<file path="src/rtl/ts4231_pkg.sv">
// Shared definitions for the TS4231 two-wire stream (generator and receiver side).
// Holds state encodings, default frame timing and small elaboration helpers.
package ts4231_pkg;

  localparam int MAX_FRAME_BITS = 64;

  // Default timing at 50 MHz; DEF_LEAD_CLKS is also the receiver's 1 us lead threshold.
  localparam int DEF_LEAD_CLKS = 50;
  localparam int DEF_BIT_CLKS  = 8;
  localparam int DEF_GAP_CLKS  = 100;

  localparam int ST_W = 3;
  typedef logic [ST_W-1:0] state_t;

  localparam state_t ST_IDLE  = 3'd0;
  localparam state_t ST_LEAD  = 3'd1;
  localparam state_t ST_START = 3'd2;
  localparam state_t ST_DATA  = 3'd3;
  localparam state_t ST_GAP   = 3'd4;

  function automatic int max3(input int a, input int b, input int c);
    int m;
    m = (a > b) ? a : b;
    return (m > c) ? m : c;
  endfunction

endpackage

</file>
<file path="src/rtl/ts4231_stream_tx_if.sv">
// Frame request handshake between a frame source and the TS4231 stream generator.
interface ts4231_stream_tx_if #(
  parameter int MAX_BITS = 64,
  parameter int LEN_W    = 7
);
  logic                tx_valid;
  logic                tx_ready;
  logic [MAX_BITS-1:0] tx_payload;
  logic [LEN_W-1:0]    tx_len;

  modport master (output tx_valid, tx_payload, tx_len, input tx_ready);
  modport slave  (input tx_valid, tx_payload, tx_len, output tx_ready);
endinterface

</file>
<file path="src/rtl/ts4231_bit_timer.sv">
// Loadable down-counter shared by all frame phases; tc_o flags the last cycle
// of the current phase, tc_nxt_o flags that the next cycle will be the last.
module ts4231_bit_timer #(
  parameter int W = 7
)(
  input  logic         clk,
  input  logic         rst_n,
  input  logic         load_i,
  input  logic [W-1:0] load_val_i,
  output logic         tc_o,
  output logic         tc_nxt_o
);

  logic [W-1:0] cnt_q, cnt_d;

  always_comb begin
    cnt_d = cnt_q;
    if (load_i)             cnt_d = load_val_i;
    else if (cnt_q != '0)   cnt_d = cnt_q - W'(1);
  end

  always_ff @(posedge clk or negedge rst_n) begin
    if (!rst_n) cnt_q <= '0;
    else        cnt_q <= cnt_d;
  end

  assign tc_o     = (cnt_q == '0);
  assign tc_nxt_o = (cnt_d == '0);

endmodule

</file>
<file path="src/rtl/ts4231_stream_tx.sv">
// TS4231-style frame generator: envelope low for lead-in, start bit and payload,
// then a timed high gap. Every output is a register fed from next-state logic.
module ts4231_stream_tx
  import ts4231_pkg::*;
#(
  parameter int CLK_FREQ_HZ = 50_000_000,
  parameter int MAX_BITS    = MAX_FRAME_BITS,
  parameter int LEN_W       = 7,
  parameter int BIT_CLKS    = DEF_BIT_CLKS,
  parameter int LEAD_CLKS   = DEF_LEAD_CLKS,
  parameter int GAP_CLKS    = DEF_GAP_CLKS
)(
  input  logic                     clk,
  input  logic                     rst_n,
  ts4231_stream_tx_if.slave        tx,
  input  logic                     abort_i,
  output logic                     n_is_valid_o,
  output logic                     bit_datstream_o,
  output logic                     frame_done_o,
  output logic [7:0]               frame_cnt_o
);

  localparam int TW = $clog2(max3(LEAD_CLKS, BIT_CLKS, GAP_CLKS) + 1);
  localparam logic [TW-1:0]    LEAD_LD = TW'(LEAD_CLKS - 1);
  localparam logic [TW-1:0]    BIT_LD  = TW'(BIT_CLKS - 1);
  localparam logic [TW-1:0]    GAP_LD  = TW'(GAP_CLKS - 1);
  localparam logic [LEN_W-1:0] LEN_MAX = LEN_W'(MAX_BITS);

  if (CLK_FREQ_HZ <= 0) begin : g_chk_clk
    $error("CLK_FREQ_HZ must be positive");
  end
  if ((1 << LEN_W) <= MAX_BITS) begin : g_chk_len
    $error("LEN_W too narrow for MAX_BITS");
  end
  if (BIT_CLKS < 1 || LEAD_CLKS < 1 || GAP_CLKS < 1) begin : g_chk_tim
    $error("timing parameters must be at least 1");
  end

  state_t              state_q, state_d;
  logic [MAX_BITS-1:0] sr_q, sr_d;
  logic [LEN_W-1:0]    left_q, left_d;
  logic                ready_q, ready_d;
  logic                n_vld_q, n_vld_d;
  logic                bit_q, bit_d;
  logic                done_q, done_d;
  logic [7:0]          fcnt_q;

  logic                tmr_ld, tmr_tc, tmr_tc_nxt, to_gap, accept;
  logic [TW-1:0]       tmr_val;
  logic [LEN_W-1:0]    len_clamp;

  ts4231_bit_timer #(.W(TW)) u_timer (
    .clk        (clk),
    .rst_n      (rst_n),
    .load_i     (tmr_ld),
    .load_val_i (tmr_val),
    .tc_o       (tmr_tc),
    .tc_nxt_o   (tmr_tc_nxt)
  );

  assign accept    = tx.tx_valid && ready_q;
  assign len_clamp = (tx.tx_len > LEN_MAX) ? LEN_MAX : tx.tx_len;

  always_comb begin
    state_d = state_q;
    sr_d    = sr_q;
    left_d  = left_q;
    tmr_ld  = 1'b0;
    tmr_val = '0;
    to_gap  = 1'b0;
    case (state_q)
      ST_IDLE: if (accept) begin
        state_d = ST_LEAD;
        sr_d    = tx.tx_payload;
        left_d  = len_clamp;
        tmr_ld  = 1'b1;
        tmr_val = LEAD_LD;
      end
      ST_LEAD: begin
        if (abort_i) to_gap = 1'b1;
        else if (tmr_tc) begin
          state_d = ST_START;
          tmr_ld  = 1'b1;
          tmr_val = BIT_LD;
        end
      end
      ST_START: begin
        if (abort_i || (tmr_tc && left_q == '0)) to_gap = 1'b1;
        else if (tmr_tc) begin
          state_d = ST_DATA;
          tmr_ld  = 1'b1;
          tmr_val = BIT_LD;
        end
      end
      ST_DATA: begin
        if (abort_i) to_gap = 1'b1;
        else if (tmr_tc) begin
          sr_d   = {sr_q[MAX_BITS-2:0], 1'b0};
          left_d = left_q - LEN_W'(1);
          if (left_q == LEN_W'(1)) to_gap = 1'b1;
          else begin
            tmr_ld  = 1'b1;
            tmr_val = BIT_LD;
          end
        end
      end
      ST_GAP:  if (tmr_tc) state_d = ST_IDLE;
      default: state_d = ST_IDLE;
    endcase
    // Every route into the gap, aborts included, times the full gap.
    if (to_gap) begin
      state_d = ST_GAP;
      tmr_ld  = 1'b1;
      tmr_val = GAP_LD;
    end
  end

  // Outputs are decoded from next state so they line up with the state register.
  always_comb begin
    ready_d = (state_d == ST_IDLE);
    n_vld_d = !(state_d inside {ST_LEAD, ST_START, ST_DATA});
    bit_d   = (state_d == ST_START) || ((state_d == ST_DATA) && sr_d[MAX_BITS-1]);
    done_d  = (state_d == ST_GAP) && tmr_tc_nxt;
  end

  always_ff @(posedge clk or negedge rst_n) begin
    if (!rst_n) begin
      state_q <= ST_IDLE;
      sr_q    <= '0;
      left_q  <= '0;
      ready_q <= 1'b1;
      n_vld_q <= 1'b1;
      bit_q   <= 1'b0;
      done_q  <= 1'b0;
      fcnt_q  <= '0;
    end else begin
      state_q <= state_d;
      sr_q    <= sr_d;
      left_q  <= left_d;
      ready_q <= ready_d;
      n_vld_q <= n_vld_d;
      bit_q   <= bit_d;
      done_q  <= done_d;
      if (done_d) fcnt_q <= fcnt_q + 8'd1;
    end
  end

  assign tx.tx_ready     = ready_q;
  assign n_is_valid_o    = n_vld_q;
  assign bit_datstream_o = bit_q;
  assign frame_done_o    = done_q;
  assign frame_cnt_o     = fcnt_q;

endmodule

</file>
<file path="src/flat_wrapper.sv">
// flat-port wrapper written by rule: the top's interface ports become plain ports
module ts4231_stream_tx_flat import ts4231_pkg::*;
#(
  parameter int CLK_FREQ_HZ = 50_000_000,
  parameter int MAX_BITS    = MAX_FRAME_BITS,
  parameter int LEN_W       = 7,
  parameter int BIT_CLKS    = DEF_BIT_CLKS,
  parameter int LEAD_CLKS   = DEF_LEAD_CLKS,
  parameter int GAP_CLKS    = DEF_GAP_CLKS
)
  (clk, rst_n, abort_i, n_is_valid_o, bit_datstream_o, frame_done_o, frame_cnt_o, tx_tx_valid, tx_tx_payload, tx_tx_len, tx_tx_ready);
  ts4231_stream_tx_if #(.MAX_BITS(MAX_BITS), .LEN_W(LEN_W)) tx_i ();
  input  logic clk;
  input  logic rst_n;
  input  logic abort_i;
  output logic n_is_valid_o;
  output logic bit_datstream_o;
  output logic frame_done_o;
  output logic [7:0] frame_cnt_o;
  input wire logic [$bits(tx_i.tx_valid)-1:0] tx_tx_valid;
  input wire logic [$bits(tx_i.tx_payload)-1:0] tx_tx_payload;
  input wire logic [$bits(tx_i.tx_len)-1:0] tx_tx_len;
  output wire logic [$bits(tx_i.tx_ready)-1:0] tx_tx_ready;
  assign tx_i.tx_valid = tx_tx_valid;
  assign tx_i.tx_payload = tx_tx_payload;
  assign tx_i.tx_len = tx_tx_len;
  assign tx_tx_ready = tx_i.tx_ready;
  ts4231_stream_tx #(.CLK_FREQ_HZ(CLK_FREQ_HZ), .MAX_BITS(MAX_BITS), .LEN_W(LEN_W), .BIT_CLKS(BIT_CLKS), .LEAD_CLKS(LEAD_CLKS), .GAP_CLKS(GAP_CLKS)) u_core (.clk(clk), .rst_n(rst_n), .tx(tx_i), .abort_i(abort_i), .n_is_valid_o(n_is_valid_o), .bit_datstream_o(bit_datstream_o), .frame_done_o(frame_done_o), .frame_cnt_o(frame_cnt_o));
endmodule
</file>
<file path="config.mk">
export PLATFORM = sky130hd
export DESIGN_NAME = ts4231_stream_tx_flat
export DESIGN_NICKNAME = d
export VERILOG_FILES = /design/src/rtl/ts4231_pkg.sv /design/src/rtl/ts4231_stream_tx_if.sv /design/src/rtl/ts4231_bit_timer.sv /design/src/rtl/ts4231_stream_tx.sv /design/src/flat_wrapper.sv
export SDC_FILE = /design/constraint.sdc
export NUM_CORES = 1
export LEC_CHECK = 0
export CAP_MARGIN = 40
export CORE_MARGIN = 4
export CORE_UTILIZATION = 25
export CTS_BUF_LIST = sky130_fd_sc_hd__clkbuf_2 sky130_fd_sc_hd__clkbuf_4 sky130_fd_sc_hd__clkbuf_8
export CTS_CLUSTER_SIZE = 8
export DETAILED_ROUTE_END_ITERATION = 10
export PLACE_DENSITY = 0.51
export SLEW_MARGIN = 20
export SYNTH_ARGS = -nofsm -noshare
export SYNTH_HDL_FRONTEND = slang
export SYNTH_SLANG_ARGS = --single-unit
</file>
<file path="constraint.sdc">
create_clock -name clk -period 2.83 [get_ports clk]
set_input_delay 0.4245 -clock clk [delete_from_list [all_inputs] [get_ports clk]]
set_output_delay 0.4245 -clock clk [all_outputs]
set_load 0.02 [all_outputs]
</file>
# After elaboration in Yosys (flattened, before gate mapping)
# Cells that the tools add are included.
# Widths: inputs -> output; s select.
totals:
  inputBits: 75
  word_cells: 85
  reg_bits: 93
  out_inout_bits: 12
classes:
  add_sub_neg: 3
  magnitude_cmp: 1
  n_mux: 43
  n_reduce_logical: 16
  eq_ne: 12
op_table:
  columns: ["op", "count"]
  rows:
  - ["$mux 64", 3]
  - ["$pmux 64 s2", 1]
  - ["$mux 7", 10]
  - ["$mux 3", 10]
  - ["$pmux 7 s4", 1]
  - ["$logic_not 7->1", 3]
  - ["$pmux 3 s5", 1]
  - ["$pmux 7 s2", 1]
  - ["$sub 7x1->7 const B", 2]
  - ["$mux 1", 13]
  - ["$eq 3x2->1 const B", 4]
  - ["$add 8x1->8 const B", 1]
  - ["$eq 7x1->1 const B", 1]
  - ["$gt 7x7->1 const B", 1]
  - ["$reduce_bool 7->1", 1]
  - ["$eq 3x1->1 const B", 2]
  - ["$eq 3x3->1 const B", 2]
  - ["$logic_not 3->1", 2]
  - ["$mux 6", 1]
  - ["$logic_and 1x1->1", 4]
  - ["$ne 2x1->1 const B", 2]
  - ["$pmux 1 s4", 1]
  - ["$reduce_and 4->1", 1]
  - ["$pmux 1 s3", 1]
  - ["5 further kinds", 6]

# Longest topological paths before layout
# Gate-level depths: netlist of run 1.
depth:
  depth_word: 9
  ltp_mapped: 8
  ltp_nobuf: 7

# Cells and area by module
# From an unflattened synthesis of run 1, not the netlist that was laid out.
hier_totals:
  hier_cells: 467
  area_unflattened_um2: 4496.8
modules_own_cells:
  columns: ["module", "area_per_inst_um2", "seq_area_each_um2", "n_inst", "cells_per_inst"]
  rows:
  - ["ts4231_stream_tx", 3970.1, 2154.6, 1, 407]
  - ["ts4231_bit_timer", 526.8, 175.2, 1, 60]

# Worst setup path before layout of run 1
# OpenSTA, ideal clock, no wires.
synth_timing:
  path_kind: "register to register"
  start: "register u_core.u_timer.cnt_q[3]"
  end: "register u_core.fcnt_q[1] (netlist: u_core.frame_cnt_o[1])"
  n_path_buf: 1
  required_ns: 2.702
  setup_ns: 0.128
  synth_period_minus_slack_ns: 2.004
  path_stages_with_launch: 7
  arrival_ns: 1.877
  path_slack_ns: 0.826
  path_cell_list: "dfrtp_1 > or3_1 > buf_6 > o21ai_0 > nand4_2 > nor2_2 > mux2_1"
synth_between:
  elab_chain_cells: 9
  elab_cells_between_ends: 35
  cone_classes: "1 x add/sub; 1 x eq/ne; 27 x mux; 6 x reduce/logical"
synth_lines:
  columns: ["element", "line", "text"]
  rows:
  - ["from (decl)", "ts4231_bit_timer.sv:14", "logic [W-1:0] cnt_q, cnt_d;"]
  - ["from (signal assigned)", "ts4231_bit_timer.sv:24", "else cnt_q <= cnt_d;"]
  - ["$logic_not 7->1", "ts4231_bit_timer.sv:27", "assign tc_o = (cnt_q == '0);"]
  - ["$logic_and 1x1->1", "ts4231_stream_tx.sv:88", "if (abort_i || (tmr_tc && left_q == '0)) to_gap = 1'b1;"]
  - ["$logic_or 1x1->1", "ts4231_stream_tx.sv:88", null]
  - ["$mux 3 or $mux 1 (tied branches)", "ts4231_stream_tx.sv:88", null]
  - ["$pmux 7 s4 (tied with other cells)", "ts4231_stream_tx.sv:71", "case (state_q)"]
  - ["$mux 7 or $mux 1 (tied branches)", "ts4231_stream_tx.sv:111", "if (to_gap) begin"]
  - ["$mux 7", "ts4231_bit_timer.sv:18", "if (load_i) cnt_d = load_val_i;"]
  - ["$logic_not 7->1", "ts4231_bit_timer.sv:28", "assign tc_nxt_o = (cnt_d == '0);"]
  - ["$logic_and 1x1->1 (*)", "ts4231_stream_tx.sv:123", "done_d = (state_d == ST_GAP) && tmr_tc_nxt;"]
  - ["net u_core.done_d", "ts4231_stream_tx.sv:45", "logic done_q, done_d;"]
  - ["to (signal assigned)", "ts4231_stream_tx.sv:144", "if (done_d) fcnt_q <= fcnt_q + 8'd1;"]
  - ["to (decl)", "ts4231_stream_tx.sv:46", "logic [7:0] fcnt_q;"]
# The timed path passes the listed nets; every way through them passes the cells marked *.
# A chain may end at the register's enable or synchronous reset.

# Worst setup path in the final report of run 1
layout_timing:
  start: "register u_core.u_timer.cnt_q[4]"
  end: "register u_core.left_q[0]"
layout_between:
  elab_chain_cells: 3
layout_lines:
  columns: ["element", "line", "text"]
  rows:
  - ["$logic_not 7->1", "ts4231_bit_timer.sv:27", null]
  - ["$ne 2x1->1 (no source line)", null, null]
  - ["$reduce_and 4->1 (no source line)", null, null]
  - ["to (signal assigned)", "ts4231_stream_tx.sv:139", "left_q <= left_d;"]
  - ["to (decl)", "ts4231_stream_tx.sv:41", "logic [LEN_W-1:0] left_q, left_d;"]
# No other way between the ends.

==> out/results.ini, run 1 <==
[clock_tree]
clk_latency_ps = 380
cts_tree = done
cts_buffers = 9
hold_buffers = 0
ctsResizeCount = 0
htreeDepth = 3
root_buffer = clkbuf_8
cts.sinks = 93
cts_setup_buffers = 0
clk_pin_slew_ps = 100
cts.path.max_buffers = 2

[sta]
setup_tns_ps = 0
relSlewSlack = 0.564
skew_ps = 17.0
fmax_mhz = 434
slew_viol_final = 0
finalCritPeriodShare = 0.815
setup_viol = 0
rsz0062_at_grt = false
hold_violations = 0
period_needed_ps = 2310
worst_pin_slew_ps = 654

[synth]
ys_seq_area_frac = 0.533
synth_area_per_cell_um2 = 9.56
synth-warning-count = 0
synth_cell_types = 49
synth_cells = 457
postSynthNetCount = 537
synth-edff-count = 0
synth_area_mm2 = 0.00437
synthFlopType = dfrtp_1
ys_async_sr_fraction = 1.00
synth-seq-cells = 93

[worst_setup_path]
r2r_cells = 6
cp-end-kind = register
crit_fanout = 25
path_cells = or3_1 > nor4_4 > nor2_4 > buf_16 > or3_1 > nand3_1
crit_family = simple AND/OR/NAND/NOR gates
critPathMaxStageDelay_ps = 540
path_common_cell = or3_1
start_kind = register
required_ps = 3130
crit_buf_inv = 1
cp.depth = 6
crit_slowest_cell = or3_1
critPathKind = register to register
critical_path_arrival_ps = 2610

[power_and_ir_drop]
sw_frac_of_total = 0.370
p_int_mw = 2.99
power_mw = 4.75
combinationalPowerShare = 0.340
power_switching_mw = 1.76
clkPwrFrac = 0.187
power.leakage_nw = 2.53
max-vdd-ir-drop_mv = 0.425
p_per_area_mw_per_mm2 = 830
seqPwrFrac = 0.473

[die]
io_pins = 87
core_area_mm2 = 0.0172
start_util = 0.254
num_rows = 48
die_height_um = 140
die-area_mm2 = 0.0197
die-width_um = 140

[finish]
multi_input_comb_area_mm2 = 0.00191
diodes = 0
fin_nets = 616
regArea_mm2 = 0.00233
syn2layout_area_growth_pct = 30.9
fillers = 1740
drive_gt1_frac = 0.0796

[route]
drt_wl_total_um = 11200
ant_nets = 0
wl_per_cell_um = 14.6
vias_per_cell = 4.77
drt-initial-drc-count = 263
dr.pass1.iters = 5
vias = 3650
drc = 0

[job]
maxCapViolCount = 0

[global_route]
grt_pass1_wl_um = 18900
gr-total-overflow = 0
grt_pass1_vias = 3618
antenna_found_initial = 0
grt_max_degree = 53
grtUsageTotal = 0.119

[worst_hold_path]
hp-class = input port to async pin

[placed_design]
dp_hpwl_um = 7720
gp_congestion = 0.806
io_buffers = 86

[outcome]
status = finished, final reports clean

-- layout make-up --
class,instances,share of cell area
clock inverter,6,0.0109
tap,225,0.0492
clock buffer,9,0.0217
multi-input combinational,330,0.334
sequential,93,0.407
inverter,6,0.00394
timing repair buffer,96,0.173
-- layer usage --
metal,wire (µm),vias up,share of wire,GRT usage
met5,0,-,0,0
met4,127,0,0.011,0.0301
met3,570,8,0.051,0.0369
met2,5180,97,0.46,0.179
met1,5300,1790,0.47,0.166
li1,-,1755,-,-
-- metrics by stage --
stage | hold slack [ps] | utilization | cells | cell area (µm²) | setup WS (ps)
2_1_floorplan | 129 | - | 457 | 4370 | 826
3_3_place_gp | 458 | 0.319 | 749 | 5510 | 356
3_5_place_dp | 463 | 0.321 | 750 | 5530 | 343
4_1_cts | 69.6 | 0.332 | 765 | 5720 | 503
5_1_grt | 92.9 | 0.332 | 765 | 5720 | 341
6_report | 59.7 | 0.332 | 765 | 5720 | 524
-- cells by family after synthesis --
family | Yosys count | synth area share
buf+inv | 34 | 0.0335
fa+ha+maj | 5 | 0.0143
xor+xnor | 11 | 0.0220
compound gates | 100 | 0.163
flops | 93 | 0.533
mux | 2 | 0.00487
simple gates | 212 | 0.229
-- worst paths after layout --
path / start / to / slack [ps]
setup / recovery: u_core.u_timer.cnt_q[4] / u_core.left_q[0] / 520
hold / removal: rst_n / u_core.frame_cnt_o[4] / 60
setup reg to reg: u_core.u_timer.cnt_q[4] / u_core.left_q[0] / 520
hold reg to reg: u_core.frame_cnt_o[7] / u_core.frame_cnt_o[7] / 470
max in group asynchronous: rst_n / u_core.sr_q[52] / 2070
min in group clk: u_core.frame_cnt_o[7] / u_core.frame_cnt_o[7] / 470
-- power by group through the flow --
| stage | Sequential, mW | Combinational [mW] | Clock [mW] |
|---|---|---|---|
| detailed placement | 2.26 | 1.63 | 0 |
| CTS | 2.24 | 1.64 | 0.948 |
| floorplan | 2.19 | 1.13 | 0 |
| global placement | 2.25 | 1.57 | 0 |
| global route | 2.33 | 1.86 | 1.00 |
| finish | 2.25 | 1.62 | 0.888 |
-- worst register-to-register path, delay by kind of cell, from the launching register on --
kind | cells | cell delay (ps)
buffers and inverters | 1 | 220
DFF | 1 | 400
and+or+nand+nor | 5 | 1610
-- cell usage after synthesis (2+ instances only) --
master / number / area share
a21oi_1: 10 / 0.011
a22oi_1: 63 / 0.11
a31oi_1: 6 / 0.0086
and3_1: 2 / 0.0029
and3b_1: 3 / 0.0060
buf_2: 9 / 0.010
clkbuf_1: 18 / 0.015
dfrtp_1: 91 / 0.52
dfstp_2: 2 / 0.012
ha_1: 5 / 0.014
inv_1: 6 / 0.0052
nand2_1: 142 / 0.12
nand2b_1: 2 / 0.0029
nand3_1: 6 / 0.0069
nand4_2: 2 / 0.0057
nor2_1: 17 / 0.015
nor3_1: 9 / 0.010
nor3_2: 2 / 0.0046
nor3b_1: 7 / 0.012
nor4_1: 4 / 0.0057
nor4_4: 2 / 0.0097
o211ai_1: 2 / 0.0034
o21ai_0: 8 / 0.0092
or2_2: 2 / 0.0029
or3_1: 3 / 0.0043
or4_1: 2 / 0.0034
xnor2_1: 4 / 0.0080
xor2_1: 7 / 0.014
-- sequential cells by signal, indices dropped and copies added, names as in the netlist --
signal                  count
u_core.left_q               7
u_core.tx.tx_ready          1
u_core.state_q              3
u_core.bit_datstream_o      1
u_core.sr_q                64
u_core.frame_cnt_o          8
u_core.frame_done_o         1
u_core.u_timer.cnt_q        7
u_core.n_is_valid_o         1
-- placed cells by master (no fill, tap or decap), drive strengths merged, types with 3 or more instances in the layout --
cell             n
nand2          142
dfrtp           91
clkdlybuf4s50   85
a22oi           63
nor2            18
nor3            12
buf             11
a21oi           10
clkbuf           9
o21ai            9
nor3b            7
xor2             7
inv              7
a31oi            6
nand3            6
nor4             6
ha               5
xnor2            4
or3              4
clkinv           4
and3b            3
nand4            3
(Power assumes the default switching activity.)
==> run 2: changes to the inputs <==
clock period = 2.3 ns   (was 2.83 ns; I/O delays follow)
==> out/results.ini, run 2 (same netlist as run 1, synthesis figures left out) <==
[outcome]
status = finished, final reports clean

[finish]
finalNonFillerCells = 778  ; +1.7%
fin_util = 0.336  ; +0.00414
fillers = 1759  ; +1.1%
drive_gt1_frac = 0.0995  ; +0.0198
final_cell_mix = 142 x nand2_1, 91 x dfrtp_1, 85 x clkdlybuf4s50_1, 63 x a22oi_1, 19 x buf_4
diodes = 0  ; unchanged
largest_reg_flops = 64  ; unchanged
layout_commonest_cell = nand2_1
fin_nets = 629  ; +2.1%
final_cell_area_mm2 = 0.00579  ; +1.2%
regMostFlops = u_core.sr_q
syn2layout_area_growth_pct = 32.5

[global_route]
antenna_found_initial = 0  ; unchanged
gr-usage-met2 = 0.182  ; +0.00302
grtUsageTotal = 0.116  ; -0.00236
busiest_layer = met2
use_met3 = 0.0338  ; -0.00307
gr-total-overflow = 0  ; unchanged
grt_max_degree = 47  ; -11%
grt_pass1_wl_um = 18600  ; -1.4%
grt_pass1_vias = 3714  ; +2.7%
use_met1 = 0.155  ; -0.0105

[route]
drt_wl_total_um = 11200  ; +0.51%
vias_per_cell = 4.70  ; -1.4%
vias = 3659  ; +0.25%
ant_nets = 0  ; unchanged
dr.pass1.iters = 4  ; -1
drt-initial-drc-count = 207  ; -21%
drc = 0  ; unchanged
wl_per_cell_um = 14.4  ; -1.2%

[sta]
worst_pin_slew_ps = 546  ; -108 ps
relSlewSlack = 0.635  ; +0.0711
fmax_mhz = 467  ; +7.7%
skew_ps = 12.5  ; -4.50 ps
period_needed_ps = 2140  ; -164 ps
slew_viol_final = 0  ; unchanged
setup_viol = 0  ; unchanged
rsz0062_at_grt = false
hold_violations = 0  ; unchanged
finalCritPeriodShare = 0.931  ; +0.116

[worst_hold_path]
hp-class = input port to async pin

[worst_setup_path]
critical_path_arrival_ps = 2380  ; -230 ps
required_ps = 2540  ; -590 ps
start_kind = register
crit_fanout = 26  ; +4.0%
reg2reg_from = u_core.u_timer.cnt_q[3]
critPathKind = register to register
crit_path_start = u_core.u_timer.cnt_q[3]
cp-end-kind = register

[placed_design]
gp_congestion = 0.792  ; -1.7%
dp_hpwl_um = 7910  ; +2.5%
io_buffers = 86  ; unchanged
postPlaceCellArea_mm2 = 0.00562  ; +1.5%
dp_cells = 762  ; +1.6%

[clock_tree]
cts_buffers = 9  ; unchanged
cts.sinks = 93  ; unchanged
clk_latency_ps = 370  ; about the same
root_buffer = clkbuf_8
cts.path.max_buffers = 2  ; unchanged
clk_pin_slew_ps = 90  ; about the same
cts_tree = done
cts_setup_buffers = 0  ; unchanged
ctsResizeCount = 0  ; unchanged
hold_buffers = 1  ; +1
htreeDepth = 3  ; unchanged

[power_and_ir_drop]
power.leakage_nw = 2.58  ; +1.7%
p_per_area_mw_per_mm2 = 999  ; +20%
max-vdd-ir-drop_mv = 0.323  ; -24%

[die]
die-width_um = 140  ; unchanged
start_util = 0.254  ; unchanged
io_pins = 87  ; unchanged
core_area_mm2 = 0.0172  ; unchanged
die_height_um = 140  ; unchanged
num_rows = 48  ; unchanged
die-area_mm2 = 0.0197  ; unchanged

[job]
maxCapViolCount = 0  ; unchanged

run 2: changes by cell type in the layout (fill, tap and decap cells not counted):
cell	change
buf_4	+12
buf_16	-1
dlygate4sd3_1	+1
clkbuf_4	+2
bufinv_16	-1
clkinvlp_4	+1
clkinv_2	-1
buf_12	+1
inv_6	-1
run 2: critical path, stage by stage, from the launching register on:
cell and delay, ps:
dfrtp_1 420, or3_1 520, nor4_4 450, buf_4 360, and3b_1 200, o22ai_1 70
run 2: area by class of cell:
type / instances / area [µm²] / area share
sequential: 93 / 2330 / 0.402
multi-input combinational: 330 / 1910 / 0.330
timing repair buffer: 109 / 1080 / 0.187
tap: 225 / 282 / 0.0486
clock buffer: 11 / 139 / 0.0240
clock inverter: 4 / 26.3 / 0.00454
inverter: 6 / 22.5 / 0.00389
run 2: path summary, 6_finish.rpt:
| check | to | slack, ps | cells past startpoint |
|---|---|---|---|
| min in group clk | u_core.sr_q[38] | 480 | 2 |
| setup reg to reg | u_core.left_q[3] | 160 | 5 |
| hold reg to reg | u_core.sr_q[38] | 480 | 2 |
| hold / removal | u_core.frame_cnt_o[4] | 480 | 2 |
| setup / recovery | u_core.left_q[3] | 160 | 5 |
| max in group asynchronous | u_core.sr_q[51] | 1170 | 3 |
run 2: stage by stage:
step | total power, mW | hold WS (ps) | TNS, ps | worst slack [ps]
floorplan | 4.08 | 49.4 | 0 | 296
global placement | 4.78 | 349 | -2.38 | -2.38
detailed placement | 4.85 | 357 | -4.78 | -4.78
CTS | 5.89 | 482 | 0 | 124
global route | 6.29 | 480 | 0 | 42.7
finish | 5.78 | 477 | 0 | 159
run 2: layer usage:
layer	wire length, µm	vias to the layer above
li1	-	1786
met1	5280	1765
met2	5240	99
met3	619	9
met4	89	0
met5	0	-
run 2: report_power, final:
group / leakage (nW) / switching [mW] / total, mW / internal (mW)
registers: 1.15 / 0.453 / 2.77 / 2.32
logic: 1.34 / 1.11 / 2.03 / 0.911
clock network: 0.0860 / 0.575 / 0.985 / 0.410
==> run 3: changes to the inputs <==
CELL_PAD_IN_SITES_DETAIL_PLACEMENT = 0   (was unset)
CELL_PAD_IN_SITES_GLOBAL_PLACEMENT = 2   (was unset)
CORE_MARGIN = 10   (was 4)
PLACE_DENSITY = 0.71   (was 0.51)
SKIP_LAST_GASP = 1   (was unset)
==> out/results.ini, run 3 (same netlist as run 1, synthesis figures left out) <==
[clock_tree]
clk_pin_slew_ps = 90  ; about the same
cts_setup_buffers = 0  ; unchanged
cts_buffers = 9  ; unchanged
cts.path.max_buffers = 2  ; unchanged
cts_tree = done
ctsResizeCount = 0  ; unchanged
clk_latency_ps = 380  ; about the same
htreeDepth = 3  ; unchanged
root_buffer = clkbuf_8
cts.sinks = 93  ; unchanged

[global_route]
grt_pass1_vias = 3879  ; +4.4%
grt_max_degree = 53  ; +13%
antenna_found_initial = 1  ; +1
gr-total-overflow = 0  ; unchanged
grt_pass1_wl_um = 20400  ; +9.6%
grtUsageTotal = 0.106  ; -0.0103

[worst_hold_path]
hp-class = input port to async pin

[power_and_ir_drop]
max-vdd-ir-drop_mv = 0.444  ; +37%
combinationalPowerShare = 0.353  ; +0.003
power_switching_mw = 2.23  ; +4.2%
power.leakage_nw = 2.61  ; +1.4%
p_int_mw = 3.83  ; +5.1%
seqPwrFrac = 0.457  ; -0.023
p_per_area_mw_per_mm2 = 1030  ; +3.4%
clkPwrFrac = 0.190  ; +0.020
sw_frac_of_total = 0.368  ; -0.00181

[worst_setup_path]
start_kind = register
critical_path_arrival_ps = 2370  ; about the same
r2r_cells = 6  ; +1
crit_end = u_core.bit_datstream_o
crit_path_start = u_core.left_q[4]
required_ps = 2570  ; +30 ps
reg2reg_from = u_core.left_q[4]
worstReg2RegEnd = u_core.bit_datstream_o
cp-end-kind = register
crit_fanout = 6  ; -77%
reg2reg_slack_ps = 190  ; +40 ps
critPathKind = register to register

[job]
maxCapViolCount = 0  ; unchanged

[route]
drt-initial-drc-count = 275  ; +33%
vias_per_cell = 4.76  ; +1.1%
drt_wl_total_um = 12300  ; +9.7%
dr.pass1.iters = 7  ; +3
ant_nets = 0  ; unchanged
drc = 0  ; unchanged
wl_per_cell_um = 15.8  ; +9.3%
vias = 3714  ; +1.5%

[sta]
fmax_mhz = 475  ; +1.7%
worst_pin_slew_ps = 512  ; -33.8 ps
slew_viol_final = 0  ; unchanged
setup_viol = 0  ; unchanged
finalCritPeriodShare = 0.915  ; -0.0157
skew_ps = 12.4  ; -0.0607 ps
relSlewSlack = 0.658  ; +0.0234
period_needed_ps = 2110  ; -36.1 ps
rsz0062_at_grt = false
hold_violations = 0  ; unchanged
setup_tns_ps = 0  ; unchanged
setup_ws_ps = 195  ; +36.1 ps

[outcome]
status = finished, final reports clean

[finish]
fin_util = 0.340  ; +0.00443
fin_nets = 631  ; +0.32%
diodes = 0  ; unchanged
largest_reg_flops = 64  ; unchanged
drive_gt1_frac = 0.104  ; +0.00486
layout_commonest_cell = nand2_1
final_cell_mix = 142 x nand2_1, 91 x dfrtp_1, 85 x clkdlybuf4s50_1, 63 x a22oi_1, 18 x buf_4
regMostFlops = u_core.sr_q
syn2layout_area_growth_pct = 34.2
finalNonFillerCells = 781  ; +0.39%

[placed_design]
gp_congestion = 0.773  ; -2.4%
dp_hpwl_um = 8600  ; +8.6%
io_buffers = 86  ; unchanged
preCtsSetupSlack_ps = 101  ; +106 ps
dp_cells = 763  ; +0.13%

[die]
core_area_mm2 = 0.0172  ; unchanged
num_rows = 48  ; unchanged
io_pins = 87  ; unchanged
die_height_um = 152  ; +8.6%
die-width_um = 152  ; +8.6%
die-area_mm2 = 0.0232  ; +18%
start_util = 0.254  ; unchanged

-- run 3: critical path, stage by stage, from the launching register on --
cell     delay, ps
dfrtp_1        450
or4_1          600
nor4_1         340
buf_4          200
a31o_2         200
nor3_1          80
o21a_1         130
-- run 3: worst min path at each step --
stage / endpoint
floorplan: u_core.bit_datstream_o
global placement: u_core.frame_cnt_o[7]
detailed placement: u_core.frame_cnt_o[0]
CTS: u_core.frame_cnt_o[0]
global route: u_core.frame_cnt_o[7]
finish: u_core.frame_cnt_o[0]
-- run 3: per-stage QoR --
stage	hold WS (ps)	cell area, µm²	total power [mW]
6_report	475	5870	6.06
5_1_grt	496	5870	6.59
4_1_cts	473	5860	6.15
3_5_place_dp	354	5650	4.95
3_3_place_gp	351	5650	4.90
2_1_floorplan	49.4	4370	4.08
-- run 3: cell type report --
cell class              count  area, µm²
clock inverters             6       71.3
flip-flops and latches     93       2330
fillers                  1724      11400
inverters                   6       22.5
well taps                 225        282
repair buffers            110       1120
clock buffers              10        131
multi-input cells         331       1910
-- run 3: power groups by stage --
stage / logic (mW) / registers, mW / clock network [mW]
floorplan: 1.39 / 2.70 / 0
global placement: 2.11 / 2.78 / 0
detailed placement: 2.16 / 2.79 / 0
CTS: 2.16 / 2.77 / 1.22
global route: 2.44 / 2.87 / 1.28
finish: 2.14 / 2.77 / 1.15
-- run 3: metal layers --
metal  part of all wire  vias to the layer above  GRT usage
met3              0.073                        7     0.0460
met4             0.0046                        2     0.0248
met1               0.48                     1808      0.136
met5             0.0011                        -          0
li1                   -                     1789          -
met2               0.45                      108      0.160
-- run 3: repair_timing --
item | CTS | global route
endpoints found under the setup margin | 0 | 2
hold endpoints to repair | 36 | 0
hold buffers | 1 | 0
